$ cat src/rtl/panda_data_bus_arbiter.sv
// Round-robin arbiter sharing the data-memory port between the LSU (m0)
// and the debug/DMA port (m1); one outstanding transaction at a time.
//
// Ports:
//   clk_i, rst_ni           clock, async active-low reset
//   m0_* / m1_*             requester side: req/addr/we/wdata in,
//                           gnt/rvalid/rdata out
//   mem_*                   memory side: req/addr/we/wdata out,
//                           gnt/rvalid/rdata in
module panda_data_bus_arbiter #(
    parameter int AW = 32,
    parameter int DW = 32
) (
    input  logic            clk_i,
    input  logic            rst_ni,

    input  logic            m0_req_i,
    input  logic [AW-1:0]   m0_addr_i,
    input  logic [DW/8-1:0] m0_we_i,
    input  logic [DW-1:0]   m0_wdata_i,
    output logic            m0_gnt_o,
    output logic            m0_rvalid_o,
    output logic [DW-1:0]   m0_rdata_o,

    input  logic            m1_req_i,
    input  logic [AW-1:0]   m1_addr_i,
    input  logic [DW/8-1:0] m1_we_i,
    input  logic [DW-1:0]   m1_wdata_i,
    output logic            m1_gnt_o,
    output logic            m1_rvalid_o,
    output logic [DW-1:0]   m1_rdata_o,

    output logic            mem_req_o,
    output logic [AW-1:0]   mem_addr_o,
    output logic [DW/8-1:0] mem_we_o,
    output logic [DW-1:0]   mem_wdata_o,
    input  logic            mem_gnt_i,
    input  logic            mem_rvalid_i,
    input  logic [DW-1:0]   mem_rdata_i
);

    typedef enum logic {
        IDLE,
        WAIT
    } state_t;

    state_t state_q, state_d;
    logic   owner_q, owner_d;
    logic   rr_last_q, rr_last_d;
    logic   lock_q, lock_d;
    logic   lock_sel_q, lock_sel_d;

    logic   can_issue;
    logic   sel;
    logic   sel_req;
    logic   issue;
    logic   hs;
    logic   resp;

    always_ff @(posedge clk_i or negedge rst_ni) begin
        if (!rst_ni) begin
            state_q    <= IDLE;
            owner_q    <= 1'b0;
            rr_last_q  <= 1'b1;
            lock_q     <= 1'b0;
            lock_sel_q <= 1'b0;
        end else begin
            state_q    <= state_d;
            owner_q    <= owner_d;
            rr_last_q  <= rr_last_d;
            lock_q     <= lock_d;
            lock_sel_q <= lock_sel_d;
        end
    end

    // Issue is allowed when idle or in the cycle the outstanding response
    // returns; reset gates it so the port goes quiet immediately.
    always_comb begin
        can_issue = rst_ni && ((state_q == IDLE) || mem_rvalid_i);
        sel       = 1'b0;
        sel_req   = 1'b0;
        if (lock_q) begin
            // A stalled request keeps its selection until granted.
            sel     = lock_sel_q;
            sel_req = lock_sel_q ? m1_req_i : m0_req_i;
        end else begin
            unique case ({m1_req_i, m0_req_i})
                2'b11: begin
                    sel     = ~rr_last_q;
                    sel_req = 1'b1;
                end
                2'b10: begin
                    sel     = 1'b1;
                    sel_req = 1'b1;
                end
                2'b01: begin
                    sel     = 1'b0;
                    sel_req = 1'b1;
                end
                default: begin
                    sel     = 1'b0;
                    sel_req = 1'b0;
                end
            endcase
        end
        issue = can_issue & sel_req;
        hs    = issue & mem_gnt_i;
        resp  = (state_q == WAIT) & mem_rvalid_i;
    end

    always_comb begin
        mem_req_o   = issue;
        mem_addr_o  = '0;
        mem_we_o    = '0;
        mem_wdata_o = '0;
        if (issue) begin
            mem_addr_o  = sel ? m1_addr_i  : m0_addr_i;
            mem_we_o    = sel ? m1_we_i    : m0_we_i;
            mem_wdata_o = sel ? m1_wdata_i : m0_wdata_i;
        end
        m0_gnt_o    = hs & ~sel;
        m1_gnt_o    = hs & sel;
        m0_rvalid_o = resp & ~owner_q;
        m1_rvalid_o = resp & owner_q;
        m0_rdata_o  = m0_rvalid_o ? mem_rdata_i : '0;
        m1_rdata_o  = m1_rvalid_o ? mem_rdata_i : '0;
    end

    always_comb begin
        state_d    = state_q;
        owner_d    = owner_q;
        rr_last_d  = rr_last_q;
        lock_d     = 1'b0;
        lock_sel_d = lock_sel_q;
        if (resp) begin
            state_d = IDLE;
        end
        if (hs) begin
            state_d   = WAIT;
            owner_d   = sel;
            rr_last_d = sel;
        end else if (issue) begin
            lock_d     = 1'b1;
            lock_sel_d = sel;
        end
    end

endmodule

$ cat config.mk
export PLATFORM = sky130hd
export DESIGN_NAME = panda_data_bus_arbiter
export DESIGN_NICKNAME = d
export VERILOG_FILES = /design/src/rtl/panda_data_bus_arbiter.sv
export SDC_FILE = /design/constraint.sdc
export NUM_CORES = 1
export LEC_CHECK = 0
export CAP_MARGIN = 20
export CORE_AREA = 2 2 120 122
export DETAILED_ROUTE_END_ITERATION = 8
export DIE_AREA = 0 0 122 124
export PLACE_DENSITY = 0.65
export SETUP_SLACK_MARGIN = 0.4
export SLEW_MARGIN = 0
export SYNTH_ARGS = -nofsm -noshare
export SYNTH_HDL_FRONTEND = slang
export SYNTH_SLANG_ARGS = --single-unit
export TNS_END_PERCENT = 10
$ cat constraint.sdc
create_clock -name clk_i -period 1.96 [get_ports clk_i]
set_input_delay 0.392 -clock clk_i [delete_from_list [all_inputs] [get_ports clk_i]]
set_output_delay 0.392 -clock clk_i [all_outputs]
set_load 0.02 [all_outputs]
==> reports/qor.yml <==
grt_pass1_vias: 3060
synth_cell_types: 22
violations: "setup timing"
drv_slew: 0
cts_made_buffers: 3
syn_area_mm2: 0.00176
antenna_found_initial: 0
die_area_mm2: 0.0151
tritoncts: "yes"
worstMarginPinSlew_ns: 0.309
p_leak_uw: 0.00287
place_congestion: 0.721
dr.pass1.iters: 4
nets: 761
cts-hold-fix-buffers: 0
setup_tns_ns: -19.06
drt_wl_total_um: 12100
initial_core_util_pct: 12.9
num_rows: 43
hold_viol: 0
drive_above_1_share_pct: 47.6
place_ws_ns: -0.907
start_kind: "register"
slew-limit-headroom_pct: 79.2
crit_fanout: 4
route.detailed.drc: 0
die_h_um: 124
drtAntennaViolNets: 0
synth_area_per_cell_um2: 7.03
r2r_end: "owner_q$_DFFE_PN0P_"
cts-root-buf: "clkbuf_16"
whs_ns: 0.253
synth_cells: 251
grt_usage_pct: 13.6
syn_nets: 425
viasPerCell: 4.07
path_cells: "a21boi_4 > mux2i_4 > buf_12 > buf_8 > buf_16 > buf_8 > mux2i_4 > nor2_2 > buf_6"
hold_class: "in -> async"
port_buffers: 310
irDropWorstVdd_v: 0.000190
io_pins: 311
grt_overflow: 0
utilization_pct: 43.1
setup_viol_count_final: 71
vias: 3114
layout_setup_ws_ns: -0.374
avgRoutedWirePerCell_um: 15.8
ys_ff_latch: 5
grt_start_max_net_pins: 34
cts_sinks: 5
critical_path_required_ns: 1.57
grt_pass1_wl_um: 15900
finClkSkew_ns: 0.000368
drt_iter0_markers: 42
outcome: "finished, violations left"
placed_area_mm2: 0.00520
fin_crit_ns: 2.33
min_period_over_period_pct: 119
ys_seq_area_share_pct: 7.16
r2r_cells: 7
htree_levels: 1
worstSetupPathType: "reg -> out"
die_w_um: 122
power_density_mw_per_mm2: 447
rsz0062_at_grt: "true"
clkTransAtPathRegs_ns: 0.03
worstPathArrival_ns: 1.94
max_freq_ghz: 0.428
slowest_delay_ns: 0.55
r2r_slack_ns: 0.45
synthToLayoutAreaGrowth_pct: 235
cp-end-kind: "output pin"
cts_buffer_depth: 2
insertion_delay_ns: 0.23
hpwl_um: 9020
coreArea_mm2: 0.0137
crit_path_top_delay_cell: "dfstp_2"
maxCapViolCount: 0
final_area_mm2: 0.00592
r2r_start: "rr_last_q$_DFFE_PN1P_"
num_antenna_cells: 0
synth_warnings: 0
[kinds of logic after synthesis]
family	Yosys count	share of synthesized area (%)
AO/OA/AOI/OAI	5	2.70
AND/OR/NAND/NOR	145	41.6
buffers and inverters	25	8.30
flip-flops	5	7.16
multiplexers	71	40.3
[flip-flops by register name, summed over array words and instances (netlist names)]
register    cells
lock_sel_q      1
lock_q          1
rr_last_q       1
state_q         1
owner_q         1
[cell usage in the layout (no fill, tap or decap), types with 2 or more instances in the layout]
master           netlist  final
clkdlybuf4s50_1        0    169
buf_6                  2     76
and2_4                 0     65
mux2i_1               71     61
nor2_1                70     60
buf_2                  6     47
buf_4                  8     28
buf_12                 0     14
nor2_2                 0      9
buf_16                 0      7
mux2i_4                0      6
clkbuf_16              0      5
mux2i_2                0      4
dlygate4sd2_1          0      4
buf_8                  0      4
inv_1                  3      3
and3_4                 0      2
o21ai_0                2      2
dfrtp_2                0      2
dfrtp_1                4      2
[worst max-delay path by stage]
stage | slack, ns | depth (start not counted) | startpoint | to
final | -0.37 | 9 | rr_last_q$_DFFE_PN1P_ | mem_wdata_o[5]
after detailed placement | -0.91 | 7 | m1_req_i | mem_addr_o[6]
after global placement | -0.91 | 7 | m1_req_i | mem_wdata_o[18]
after global routing | -0.47 | 9 | rr_last_q$_DFFE_PN1P_ | mem_wdata_o[5]
after floorplan | 0.14 | 6 | rr_last_q$_DFFE_PN1P_ | mem_addr_o[16]
after CTS | -0.42 | 9 | rr_last_q$_DFFE_PN1P_ | mem_wdata_o[2]
[area by class of cell]
class                           count  area (um2)
Clock buffer                        4        78.8
Fill cell                        1382        7800
Inverter                            3        11.3
Multi-Input combinational cell    221        1820
Sequential cell                     5         129
Tap cell                          180         225
Timing Repair Buffer              353        3650
[cell usage after synthesis (all sizes together)]
master   n  area [um2]
mux2i   71         711
nor2    70         263
and2    65         407
buf     16         113
clkbuf   6        22.5
dfrtp    4         100
inv      3        11.3
and3     2        12.5
nand2b   2        12.5
o21ai    2        10.0
a21boi   1        7.51
a21oi    1        8.76
dfstp    1        26.3
nand3    1        5.00
nand3b   1        7.51
nand4    1        6.26
nand4b   1        8.76
nor3     1        5.00
o31ai    1        21.3
or2      1        6.26
[power by group]
part | internal, uW | total [uW] | leakage, uW | switching [uW]
logic | 1260 | 2150 | 0.00277 | 885
registers | 134 | 159 | 0.0000588 | 25.6
clock network | 269 | 336 | 0.0000382 | 66.5
total | 1670 | 2640 | 0.00287 | 977
[per-stage QoR]
step	total power [uW]	instances
floorplan	956	251
detailed placement	1820	739
global route	2780	766
global placement	1800	739
finish	2640	766
CTS	2490	760
[critical path, delay by kind of cell, from the launching register on]
family,cells,cell delay [ns]
and+or+nand+nor,1,0.07
DFF,1,0.55
muxes,2,0.42
buffers and inverters,5,0.62
AOI/OAI and AO/OA,1,0.06
[metal layers]
| layer | up-vias | global-route usage, % | routed length, um |
|---|---|---|---|
| li1 | 1499 | - | - |
| met1 | 1413 | 13.8 | 4040 |
| met2 | 194 | 27.6 | 6660 |
| met3 | 8 | 2.98 | 1260 |
| met4 | 0 | 4.02 | 151 |
| met5 | - | 0 | 0 |
[what timing repair did]
item / CTS / global route
pin swaps: 31 / 62
resized for setup: 727 / 90
buffers inserted: 10 / 4
cloned: 7 / 2
endpoints found under the setup margin: 140 / 137
hold endpoints to repair: 0 / 0
(Power assumes the default switching activity.)
